File: config.mk
export PLATFORM = sky130hd
export DESIGN_NAME = csi_raw_unpack_flat
export DESIGN_NICKNAME = d
export VERILOG_FILES = /design/src/rtl/csi_raw_unpack_if.sv /design/src/rtl/csi_raw_unpack.sv /design/src/flat_wrapper.sv
export SDC_FILE = /design/constraint.sdc
export NUM_CORES = 1
export LEC_CHECK = 0
export CAP_MARGIN = 30
export CORE_ASPECT_RATIO = 0.7
export CORE_MARGIN = 4
export CORE_UTILIZATION = 51
export DETAILED_ROUTE_END_ITERATION = 16
export PLACE_DENSITY = 0.85
export SLEW_MARGIN = 30
export SYNTH_ARGS = -nofsm -noshare
export SYNTH_HDL_FRONTEND = slang
export SYNTH_SLANG_ARGS = --single-unit
File: constraint.sdc
create_clock -name pclk -period 2.5 [get_ports pclk]
set_clock_uncertainty 0.2 [all_clocks]
set_input_delay 0.5 -clock pclk [delete_from_list [all_inputs] [get_ports pclk]]
set_output_delay 0.5 -clock pclk [all_outputs]
set_load 0.005 [all_outputs]
File: src/rtl/csi_raw_unpack_if.sv
// csi_raw_unpack_if
// Groups the byte-stream input and the href/vsync/raw pixel output of the
// CSI-2 RAW unpacker.
//   in_valid  - in_data carries a byte this cycle
//   in_sot    - with in_valid: in_data is byte 0 (DI) of a new packet
//   in_data   - packet byte stream
//   out_href  - out_raw carries a RAW8 payload pixel this cycle
//   out_vsync - high between Frame Start and Frame End
//   out_raw   - pixel value, RAW8 byte in the MSBs
// modport master: stream source / pixel sink (testbench, upstream lane merger)
// modport slave : the unpacker itself
interface csi_raw_unpack_if #(
  parameter int BITS = 8
);
  logic            in_valid;
  logic            in_sot;
  logic [7:0]      in_data;
  logic            out_href;
  logic            out_vsync;
  logic [BITS-1:0] out_raw;

  modport master (
    output in_valid, in_sot, in_data,
    input  out_href, out_vsync, out_raw
  );

  modport slave (
    input  in_valid, in_sot, in_data,
    output out_href, out_vsync, out_raw
  );
endinterface

File: src/rtl/csi_raw_unpack.sv
// csi_raw_unpack
// Parses a merged, SoT-marked CSI-2 byte stream. FS/FE short packets on the
// selected virtual channel drive vsync; RAW8 long-packet payload bytes are
// emitted one per cycle as href-qualified pixels. All other packets are
// skipped. Frame/line counters and sticky format errors are reported.
// Ports:
//   pclk, rst_n - byte clock, asynchronous active-low reset
//   bus         - stream in / pixels out (csi_raw_unpack_if.slave)
//   frame_cnt   - completed frames (wrapping)
//   line_cnt    - RAW8 lines completed in the current frame (saturating)
//   err_wc      - sticky: RAW8 word count differed from WIDTH
//   err_lines   - sticky: line count differed from HEIGHT at FE
//   err_trunc   - sticky: new SoT arrived before the previous packet ended
module csi_raw_unpack #(
  parameter int         BITS   = 8,
  parameter int         WIDTH  = 1280,
  parameter int         HEIGHT = 960,
  parameter int         VC     = 0,
  parameter logic [7:0] DT_RAW = 8'h2A
) (
  input  logic                pclk,
  input  logic                rst_n,
  csi_raw_unpack_if.slave     bus,
  output logic [15:0]         frame_cnt,
  output logic [15:0]         line_cnt,
  output logic                err_wc,
  output logic                err_lines,
  output logic                err_trunc
);

  typedef enum logic [2:0] {
    IDLE    = 3'd0,
    HDR     = 3'd1,
    PAYLOAD = 3'd2,
    CRC     = 3'd3,
    SKIP    = 3'd4
  } state_t;

  state_t          state_r, state_s;
  logic [1:0]      hdr_idx_r, hdr_idx_s;
  logic [7:0]      di_r, di_s;
  logic [15:0]     wc_r, wc_s;
  // Wide enough for WC + 2 (payload plus CRC of a skipped packet).
  logic [16:0]     cnt_r, cnt_s;
  logic            href_r, href_s;
  logic            vsync_r, vsync_s;
  logic [BITS-1:0] raw_r, raw_s;
  logic [15:0]     frame_r, frame_s;
  logic [15:0]     line_r, line_s;
  logic            err_wc_r, err_wc_s;
  logic            err_lines_r, err_lines_s;
  logic            err_trunc_r, err_trunc_s;

  logic [5:0]      dt_s;
  logic            vc_ok_s;

  assign dt_s    = di_r[5:0];
  assign vc_ok_s = (di_r[7:6] == VC[1:0]);

  // Next-state and next-output computation for the packet parser.
  always_comb begin
    state_s     = state_r;
    hdr_idx_s   = hdr_idx_r;
    di_s        = di_r;
    wc_s        = wc_r;
    cnt_s       = cnt_r;
    href_s      = 1'b0;
    raw_s       = raw_r;
    vsync_s     = vsync_r;
    frame_s     = frame_r;
    line_s      = line_r;
    err_wc_s    = err_wc_r;
    err_lines_s = err_lines_r;
    err_trunc_s = err_trunc_r;

    if (bus.in_valid) begin
      if (bus.in_sot) begin
        // A SoT always restarts header parsing, abandoning any open packet.
        state_s   = HDR;
        hdr_idx_s = 2'd1;
        di_s      = bus.in_data;
        if (state_r != IDLE) begin
          err_trunc_s = 1'b1;
        end else begin
          err_trunc_s = err_trunc_r;
        end
      end else begin
        case (state_r)
          IDLE: begin
            state_s = IDLE;
          end
          HDR: begin
            case (hdr_idx_r)
              2'd1: begin
                wc_s[7:0] = bus.in_data;
                hdr_idx_s = 2'd2;
              end
              2'd2: begin
                wc_s[15:8] = bus.in_data;
                hdr_idx_s  = 2'd3;
              end
              default: begin
                // ECC byte: the header is complete, decode it.
                state_s = IDLE;
                if (dt_s == 6'h00 && vc_ok_s) begin
                  vsync_s     = 1'b1;
                  line_s      = 16'd0;
                  err_wc_s    = 1'b0;
                  err_lines_s = 1'b0;
                  err_trunc_s = 1'b0;
                end else if (dt_s == 6'h01 && vc_ok_s) begin
                  if (vsync_r) begin
                    vsync_s     = 1'b0;
                    frame_s     = frame_r + 16'd1;
                    err_lines_s = (line_r != 16'(HEIGHT));
                  end else begin
                    vsync_s = vsync_r;
                  end
                end else if (dt_s < 6'h10) begin
                  state_s = IDLE;
                end else if (dt_s == DT_RAW[5:0] && vc_ok_s && vsync_r) begin
                  err_wc_s = err_wc_r | (wc_r != 16'(WIDTH));
                  if (wc_r == 16'd0) begin
                    state_s = CRC;
                    cnt_s   = 17'd2;
                  end else begin
                    state_s = PAYLOAD;
                    cnt_s   = {1'b0, wc_r};
                  end
                end else begin
                  state_s = SKIP;
                  cnt_s   = {1'b0, wc_r} + 17'd2;
                end
              end
            endcase
          end
          PAYLOAD: begin
            href_s = 1'b1;
            raw_s  = BITS'(bus.in_data) << (BITS - 8);
            cnt_s  = cnt_r - 17'd1;
            if (cnt_r == 17'd1) begin
              state_s = CRC;
              cnt_s   = 17'd2;
              if (line_r != 16'hFFFF) begin
                line_s = line_r + 16'd1;
              end else begin
                line_s = line_r;
              end
            end else begin
              state_s = PAYLOAD;
            end
          end
          CRC, SKIP: begin
            cnt_s = cnt_r - 17'd1;
            if (cnt_r == 17'd1) begin
              state_s = IDLE;
            end else begin
              state_s = state_r;
            end
          end
          default: begin
            state_s = IDLE;
          end
        endcase
      end
    end else begin
      // Gap: everything holds, href drops.
      state_s = state_r;
    end
  end

  // Parser state and registered outputs.
  always_ff @(posedge pclk or negedge rst_n) begin
    if (!rst_n) begin
      state_r     <= IDLE;
      hdr_idx_r   <= 2'd0;
      di_r        <= 8'd0;
      wc_r        <= 16'd0;
      cnt_r       <= 17'd0;
      href_r      <= 1'b0;
      vsync_r     <= 1'b0;
      raw_r       <= '0;
      frame_r     <= 16'd0;
      line_r      <= 16'd0;
      err_wc_r    <= 1'b0;
      err_lines_r <= 1'b0;
      err_trunc_r <= 1'b0;
    end else begin
      state_r     <= state_s;
      hdr_idx_r   <= hdr_idx_s;
      di_r        <= di_s;
      wc_r        <= wc_s;
      cnt_r       <= cnt_s;
      href_r      <= href_s;
      vsync_r     <= vsync_s;
      raw_r       <= raw_s;
      frame_r     <= frame_s;
      line_r      <= line_s;
      err_wc_r    <= err_wc_s;
      err_lines_r <= err_lines_s;
      err_trunc_r <= err_trunc_s;
    end
  end

  assign bus.out_href  = href_r;
  assign bus.out_vsync = vsync_r;
  assign bus.out_raw   = raw_r;
  assign frame_cnt     = frame_r;
  assign line_cnt      = line_r;
  assign err_wc        = err_wc_r;
  assign err_lines     = err_lines_r;
  assign err_trunc     = err_trunc_r;

endmodule
File: src/flat_wrapper.sv
// flat-port wrapper written by rule: the top's interface ports become plain ports
module csi_raw_unpack_flat 
#(
  parameter int         BITS   = 8,
  parameter int         WIDTH  = 1280,
  parameter int         HEIGHT = 960,
  parameter int         VC     = 0,
  parameter logic [7:0] DT_RAW = 8'h2A
)
  (pclk, rst_n, frame_cnt, line_cnt, err_wc, err_lines, err_trunc, bus_in_valid, bus_in_sot, bus_in_data, bus_out_href, bus_out_vsync, bus_out_raw);
  csi_raw_unpack_if #(.BITS(BITS)) bus_i ();
  input  logic pclk;
  input  logic rst_n;
  output logic [15:0] frame_cnt;
  output logic [15:0] line_cnt;
  output logic err_wc;
  output logic err_lines;
  output logic err_trunc;
  input wire logic [$bits(bus_i.in_valid)-1:0] bus_in_valid;
  input wire logic [$bits(bus_i.in_sot)-1:0] bus_in_sot;
  input wire logic [$bits(bus_i.in_data)-1:0] bus_in_data;
  output wire logic [$bits(bus_i.out_href)-1:0] bus_out_href;
  output wire logic [$bits(bus_i.out_vsync)-1:0] bus_out_vsync;
  output wire logic [$bits(bus_i.out_raw)-1:0] bus_out_raw;
  assign bus_i.in_valid = bus_in_valid;
  assign bus_i.in_sot = bus_in_sot;
  assign bus_i.in_data = bus_in_data;
  assign bus_out_href = bus_i.out_href;
  assign bus_out_vsync = bus_i.out_vsync;
  assign bus_out_raw = bus_i.out_raw;
  csi_raw_unpack #(.BITS(BITS), .WIDTH(WIDTH), .HEIGHT(HEIGHT), .VC(VC), .DT_RAW(DT_RAW)) u_core (.pclk(pclk), .rst_n(rst_n), .bus(bus_i), .frame_cnt(frame_cnt), .line_cnt(line_cnt), .err_wc(err_wc), .err_lines(err_lines), .err_trunc(err_trunc));
endmodule
Word level (Yosys, flattened, before mapping). Index checks and enable logic that the tools add are counted. Widths: inputs -> output; s select.

Bits in registers: 91. Output and inout bits: 45. Logic and storage cells: 122.

Add/subtract/negate cells: 4. Magnitude comparators: 1. Equal/unequal tests: 25. Muxes and demuxes: 43. Bitwise gates (word level): 4. Reductions and logical operators: 31.

Operators with widths (number): $mux 17 (6); $mux 16 (5); $pmux 17 s3 (1); $add 16x1->16 const B (2); $pmux 16 s2 (1); $reduce_and 7->1 (4); $mux 3 (7); $mux 1 (19); $add 16x2->17 const B (1); $eq 17x1->1 const B (1); $sub 17x1->17 const B (1); $logic_not 16->1 (1); $ne 16x10->1 const B (1); $ne 16x11->1 const B (1); $ne 16x16->1 const B (1); $ne 2x1->1 const B (7); $reduce_bool 2->1 (6); $reduce_and 5->1 (2); $pmux 3 s3 (1); $reduce_and 3->1 (3); $reduce_bool 3->1 (3); $ne 2x2->1 const B (4); $reduce_and 4->1 (2); $eq 3x2->1 const B (2); other kinds (19) (26).

Depth between registers and ports, before layout. Gate-level depths: netlist of run 1.

Depth after elaboration: 10. Mapped depth: 8. Gate-level depth less buffers: 7.

Worst setup path before layout of run 1. OpenSTA, ideal clock, no wires.

Kind: register to register. Start point: register u_core.cnt_r[0]. End point: register u_core.cnt_r[14]. Library setup time: 0.143 ns. Arrival time: 2.159 ns. Data required time: 2.157 ns. Path slack: -0.002 ns. Cell stages (with the launch flop): 9. Buffers on the path: 1. Cell sequence: dfrtp_1 > inv_1 > ha_1 > or3b_1 > clkbuf_1 > or4_1 > or4b_1 > o211ai_1 > o211ai_1.

Longest elaborated chain between the ends: 3. Elaborated cells on any way between the ends: 4. Those cells by class: 1 x add/sub; 1 x eq/ne; 2 x mux.

RTL lines: from (decl) (RTL line csi_raw_unpack.sv:44) `logic [16:0] cnt_r, cnt_s;`; from (signal assigned) (RTL line csi_raw_unpack.sv:193) `cnt_r <= cnt_s;`; $sub 17x1->17 or $eq 17x1->1 (tied branches) (RTL line csi_raw_unpack.sv:140, csi_raw_unpack.sv:154, csi_raw_unpack.sv:141); $mux 17 (RTL line csi_raw_unpack.sv:141) `if (cnt_r == 17'd1) begin`; $pmux 17 s3 (*) (RTL line csi_raw_unpack.sv:88) `case (state_r)`.

Mark *: on every way between the ends. The rest lies on a longest branch, timed or not. A chain may end at the register's enable or synchronous reset.

Worst setup path in the final report of run 1.
Start point: register u_core.cnt_r[1]. End point: register u_core.cnt_r[14].

Same word-level chain as after synthesis.

==> flow_summary.json, run 1 <==
{
  "syn_area_mm2": 0.00494,
  "crit_buf_inv": 2,
  "placed_area_mm2": 0.00616,
  "htreeDepth": 3,
  "p_comb_frac": 0.393,
  "num_rows": 29,
  "required_ns": 2.52,
  "clock_power_share": 0.243,
  "final_area_mm2": 0.00677,
  "final_layout_size_suffix_gt1_frac": 0.267,
  "wl_met1_um": 6340,
  "dr_wl_met2_um": 7050,
  "drc_errors": 0,
  "timing.rr.end": "u_core.cnt_r[14]",
  "synth-seq-area-share": 0.461,
  "io_pins": 57,
  "fill_cells": 632,
  "hold_violations": 0,
  "grt_pass1_wl_um": 23800,
  "clk_pin_slew_ns": 0.07,
  "initial_core_util": 0.534,
  "hp-class": "reg2reg",
  "power.density_mw_per_mm2": 850,
  "holdPathEnd": "u_core.frame_cnt[15]",
  "fin_crit_sh": 1.05,
  "hold_depth": 1,
  "r2r-start": "u_core.cnt_r[1]",
  "fin_util": 0.732,
  "viasPerCell": 6.33,
  "seq_power_share": 0.365,
  "synth_top_flop_cell": "dfrtp_1",
  "synth_fp_nets": 510,
  "yosys_warnings": 0,
  "dpl.hpwl_um": 10600,
  "wl_per_cell_um": 20.0,
  "synth-edff-count": 0,
  "reg2reg_slack_ns": -0.12,
  "rsz0062_at_grt": "yes",
  "switchingPower_mw": 2.08,
  "slew_viol_final": 0,
  "synthCells": 490,
  "ir_drop_mv": 0.751,
  "hp-start": "u_core.frame_cnt[15]",
  "ant_nets": 0,
  "swShare": 0.362,
  "clock-sinks": 91,
  "tightestPinTransition_ns": 0.763,
  "max_slew_margin": 0.491,
  "clock-root-buffer": "clkbuf_16",
  "n_antenna_cell": 0,
  "dp_slack_ns": -0.296,
  "path_common_cell": "o211ai_1",
  "nets": 648,
  "fp.dieW_um": 126,
  "cp-start-kind": "register",
  "critical_path.top_delay_family": "simple AND/OR/NAND/NOR gates",
  "drt_first_pass_iters": 8,
  "crit_path_top_delay_cell": "or4b_1",
  "holdWs_ns": 0.296,
  "violations": "negative setup slack",
  "finalSetupViolations": 11,
  "clock_latency_ns": 0.35,
  "cp-end-kind": "register",
  "antenna_found_initial": 1,
  "internal-power_mw": 3.67,
  "p_leak_nw": 2.87,
  "worst_slack_ns": -0.115,
  "die_y_um": 90.3,
  "max_freq_mhz": 382,
  "die-area_mm2": 0.0113,
  "top_layer": "met5",
  "period_needed_ns": 2.62,
  "worstPathArrival_ns": 2.64,
  "path_cells": "inv_2 -> buf_4 -> ha_4 -> or3b_4 -> or4_4 -> or4b_1 -> o211ai_1 -> o211ai_1",
  "grt.overflow.total": 0,
  "status": "finished, violations left",
  "wl_met3_um": 1410,
  "core_mm2": 0.00925,
  "grt_max_degree": 39,
  "synthToLayoutAreaGrowth_pct": 37.2,
  "path_depth": 8,
  "drtIter0Drc": 621,
  "vias": 4792,
  "routed_wl_um": 15200,
  "port_buffers": 56,
  "critical_path.startpoint": "u_core.cnt_r[1]",
  "cp_slowest_stage_delay_ns": 0.51,
  "place.gp.congestion": 0.956,
  "postSynthAreaPerCell_um2": 10.1,
  "cts_buffers": 9,
  "maxCapViolations": 0,
  "cts_tree": "done",
  "first_global_vias": 4685,
  "critPathKind": "reg2reg",
  "reg2reg_depth": 8,
  "async_flop_share": 1.00,
  "ys_seq_elements": 91,
  "clockBufferDepth": 2,
  "grt_usage": 0.260,
  "worst-path-max-fanout": 4,
  "synth_cell_types": 66
}
[per-stage QoR]
stage               TNS [ns]  std cells  total power, mW
global route           -1.51        757             6.03
CTS                  -0.0385        746             5.59
global placement      -0.773        725             3.99
finish                -0.439        757             5.76
floorplan                  0        490             3.15
detailed placement     -2.38        725             4.12
[worst reg2reg max path, cell delays in order, from the launching register on]
cell	delay, ns
dfrtp_1	0.40
inv_2	0.07
buf_4	0.11
ha_4	0.12
or3b_4	0.41
or4_4	0.44
or4b_1	0.51
o211ai_1	0.11
o211ai_1	0.13
[placed cells by master, fill, tap and decap left out, types with 4 or more instances in the layout]
cell type / n
inv_1: 17
ha_1: 6
a21oi_2: 4
clkbuf_16: 9
or3_1: 10
a31oi_1: 5
mux2_2: 33
nor3_1: 14
o211ai_1: 7
nor2_1: 19
or4_4: 4
nand3_1: 22
buf_4: 76
or4_1: 10
and3_1: 11
o221ai_1: 4
nor4_1: 13
a21oi_1: 20
dfrtp_1: 91
xor2_1: 7
clkdlybuf4s50_1: 55
o21ai_0: 17
buf_6: 8
o31ai_1: 6
nand2_1: 44
nand4_1: 11
and2_1: 4
xnor2_1: 19
[synth_stat cells (8+ instances only)]
master    number  area share
nand2_1       45       0.034
nor2_1        19       0.014
and3_1        11       0.014
or3_1         11       0.014
o21ai_0       17       0.017
nor3_1        14       0.014
nand3_1       22       0.022
nor4_1        13       0.016
a21oi_1       24       0.024
dfrtp_1       91        0.46
xnor2_1       19       0.034
clkbuf_1      12      0.0091
ha_1           8       0.020
inv_1         18       0.014
nand4_1       11       0.014
or4_1         13       0.020
mux2_2        33       0.075
[how the worst max path moves through the flow]
stage | slack (ns) | to
after floorplan | 0.02 | u_core.cnt_r[14]
after global placement | -0.08 | u_core.line_cnt[8]
after detailed placement | -0.30 | u_core.cnt_r[2]
after CTS | -0.03 | u_core.cnt_r[14]
after global routing | -0.19 | u_core.cnt_r[14]
final | -0.12 | u_core.cnt_r[14]
[repair_timing]
action / in CTS / in global routing
setup buffers: 3 / 12
gates cloned: 1 / 0
endpoints found under the hold margin: 36 / 0
pin swaps: 10 / 8
endpoints found under the setup margin: 11 / 34
hold buffers: 1 / 0
resized for setup: 15 / 28
[per-layer routing]
metal / up-vias / track usage
li1: 2130 / -
met1: 2318 / 0.357
met2: 298 / 0.401
met3: 44 / 0.0727
met4: 2 / 0.0857
met5: - / 0
[flip-flops by register name (all words and copies together) (netlist names), 2 cells and up]
register,flops
u_core.line_cnt,16
u_core.hdr_idx_r,2
u_core.cnt_r,17
u_core.di_r,8
u_core.frame_cnt,16
u_core.state_r,3
u_core.bus.out_raw,8
u_core.wc_r,16
[final cells by class]
type	instances	area [um2]	area share
clock buffers	10	229	0.0338
inverters	18	67.6	0.00998
repair buffers	144	1300	0.191
flip-flops and latches	91	2280	0.336
well taps	124	155	0.0229
clock inverters	6	71.3	0.0105
multi-input cells	364	2680	0.395
[kinds of logic after synthesis]
kind of cell | Yosys count | synth area share
flops | 91 | 0.461
compound gates | 103 | 0.143
xor+xnor | 26 | 0.0461
fa+ha+maj | 8 | 0.0203
mux | 35 | 0.0793
simple gates | 192 | 0.222
buf+inv | 35 | 0.0276
[power groups by stage]
stage / Clock, mW / Sequential, mW / Combinational, mW
after global routing: 1.47 / 2.13 / 2.43
after detailed placement: 0 / 2.09 / 2.03
after CTS: 1.41 / 2.07 / 2.11
after global placement: 0 / 2.06 / 1.94
after floorplan: 0 / 2.02 / 1.13
final: 1.40 / 2.10 / 2.26
(Power assumes the default switching activity.)
==> run 2, diff against run 1 <==
--- a/config.mk
+++ b/config.mk
@@ -7,7 +7,7 @@
 export LEC_CHECK = 0
 export CAP_MARGIN = 30
 export CORE_ASPECT_RATIO = 0.7
-export CORE_MARGIN = 4
+export CORE_MARGIN = 2
 export CORE_UTILIZATION = 51
 export DETAILED_ROUTE_END_ITERATION = 16
 export PLACE_DENSITY = 0.85
==> flow_summary.json, run 2 (synthesis results as in run 1) <==
{
  "drtIter0Drc": 447,
  "max_freq_mhz": 388,
  "holdPathEnd": "u_core.frame_cnt[15]",
  "grt_pass1_wl_um": 23800,
  "io_pins": 57,
  "wl_per_cell_um": 19.6,
  "reg2reg_depth": 8,
  "slew_viol_final": 0,
  "dp_cells": 731,
  "worst_slack_ns": -0.0802,
  "p_leak_nw": 2.89,
  "dpl.hpwl_um": 10300,
  "clk_pin_slew_ns": 0.07,
  "layoutNonFillerInstCount": 757,
  "worstPathArrival_ns": 2.66,
  "initial_core_util": 0.516,
  "htreeDepth": 3,
  "largest_reg_flops": 17,
  "final_cell_mix": "dfrtp_1, buf_4, clkdlybuf4s50_1, nand2_1, mux2_2",
  "finalSetupViolations": 9,
  "core_mm2": 0.00957,
  "max_slew_margin": 0.325,
  "vias": 4723,
  "grt.overflow.total": 0,
  "holdWs_ns": 0.295,
  "clockBufferDepth": 2,
  "multiInputGateArea_mm2": 0.00279,
  "first_global_vias": 4702,
  "reg2reg_slack_ns": -0.08,
  "hold_violations": 0,
  "crit_path_top_delay_cell": "or4_4",
  "clock_latency_ns": 0.35,
  "clock-sinks": 91,
  "cp-start-kind": "register",
  "required_ns": 2.58,
  "ir_drop_mv": 0.587,
  "num_rows": 30,
  "r2r-start": "u_core.cnt_r[1]",
  "hold_depth": 1,
  "n_antenna_cell": 0,
  "grt_max_degree": 53,
  "die-area_mm2": 0.0105,
  "top_register": "u_core.cnt_r",
  "fp.dieW_um": 122,
  "final_layout_size_suffix_gt1_frac": 0.294,
  "maxCapViolations": 0,
  "tightestPinTransition_ns": 1.01,
  "path_cells": "inv_2 -> ha_1 -> or4b_4 -> nor4_4 -> nand4_4 -> buf_12 -> or4_4 -> a21oi_2",
  "viasPerCell": 6.24,
  "clock-root-buffer": "clkbuf_16",
  "grt_usage": 0.291,
  "status": "finished, violations left",
  "place.gp.congestion": 0.975,
  "cts_buffers": 9,
  "hp-start": "u_core.frame_cnt[15]",
  "seq_area_mm2": 0.00228,
  "synthToLayoutAreaGrowth_pct": 39.3,
  "cp_slowest_stage_delay_ns": 0.48,
  "fill_cells": 657,
  "drc_errors": 0,
  "antenna_found_initial": 0,
  "routed_wl_um": 14900,
  "fin_crit_sh": 1.03,
  "layout_commonest_cell": "dfrtp_1",
  "violations": "negative setup slack",
  "period_needed_ns": 2.58,
  "timing.rr.end": "u_core.line_cnt[6]",
  "setup_tns_ns": -0.391,
  "rsz0062_at_grt": "yes",
  "critPathKind": "reg2reg",
  "ant_nets": 0,
  "power.density_mw_per_mm2": 838,
  "port_buffers": 56,
  "die_y_um": 86.3,
  "nets": 644,
  "hp-class": "reg2reg",
  "worst-path-max-fanout": 6,
  "cp-end-kind": "register",
  "drt_first_pass_iters": 6,
  "cts_tree": "done"
}
run 2: changes by cell type in the layout (fill, tap and decap cells not counted), sizes merged:
cell,delta
buf,-5
clkbuf,+2
inv,-2
clkinv,+1
run 2: final cells by class:
| class | instances | share of cell area |
|---|---|---|
| Clock inverter | 5 | 0.00873 |
| Multi-Input combinational cell | 364 | 0.406 |
| Clock buffer | 11 | 0.0353 |
| Tap cell | 128 | 0.0233 |
| Timing Repair Buffer | 140 | 0.186 |
| Inverter | 18 | 0.00983 |
| Sequential cell | 91 | 0.331 |
run 2: what timing repair did:
item                                    4_1_cts  5_1_grt
resized for setup                            15       49
cloned                                        1        1
pin swaps                                     6       27
endpoints found under the hold margin        30        0
endpoints found under the setup margin       15       33
buffers inserted                              3        5
hold buffers                                  1        0
run 2: worst max path at each step:
| stage | startpoint | endpoint | slack (ns) | cells past startpoint |
|---|---|---|---|---|
| 2_1_floorplan | u_core.cnt_r[0] | u_core.cnt_r[14] | 0.02 | 8 |
| 3_3_place_gp | bus_in_valid | u_core.line_cnt[8] | -0.20 | 7 |
| 3_5_place_dp | bus_in_valid | u_core.line_cnt[8] | -0.26 | 7 |
| 4_1_cts | u_core.cnt_r[14] | u_core.line_cnt[8] | -0.07 | 6 |
| 5_1_grt | u_core.cnt_r[1] | u_core.line_cnt[7] | -0.16 | 9 |
| 6_report | u_core.cnt_r[1] | u_core.line_cnt[6] | -0.08 | 8 |
run 2: routing by layer:
metal	share of wire	vias to the layer above	track usage	wire (um)
met2	0.47	254	0.458	6940
li1	-	2118	-	-
met3	0.088	41	0.0711	1310
met4	0.021	0	0.0825	308
met1	0.42	2310	0.404	6310
met5	0	-	0	0
run 2: power breakdown:
group          internal (mW)  switching (mW)
combinational           1.13            1.15
sequential              1.77           0.321
clock                  0.806           0.592
run 2: worst max-delay path, delay by kind of cell, from the launching register on:
family | cells | cell delay [ns]
AOI/OAI and AO/OA | 1 | 0.13
and+or+nand+nor | 4 | 1.39
buffers and inverters | 2 | 0.26
DFF | 1 | 0.39
adders and majority gates | 1 | 0.14
run 2: per-stage QoR:
step,worst slack [ns],instance area (um2),power [mW],util
CTS,-0.0715,6630,5.62,0.693
finish,-0.0802,6880,5.77,0.718
global placement,-0.203,6190,4.01,0.647
floorplan,0.0151,4940,3.15,-
global route,-0.157,6880,6.04,0.718
detailed placement,-0.263,6190,4.11,0.647
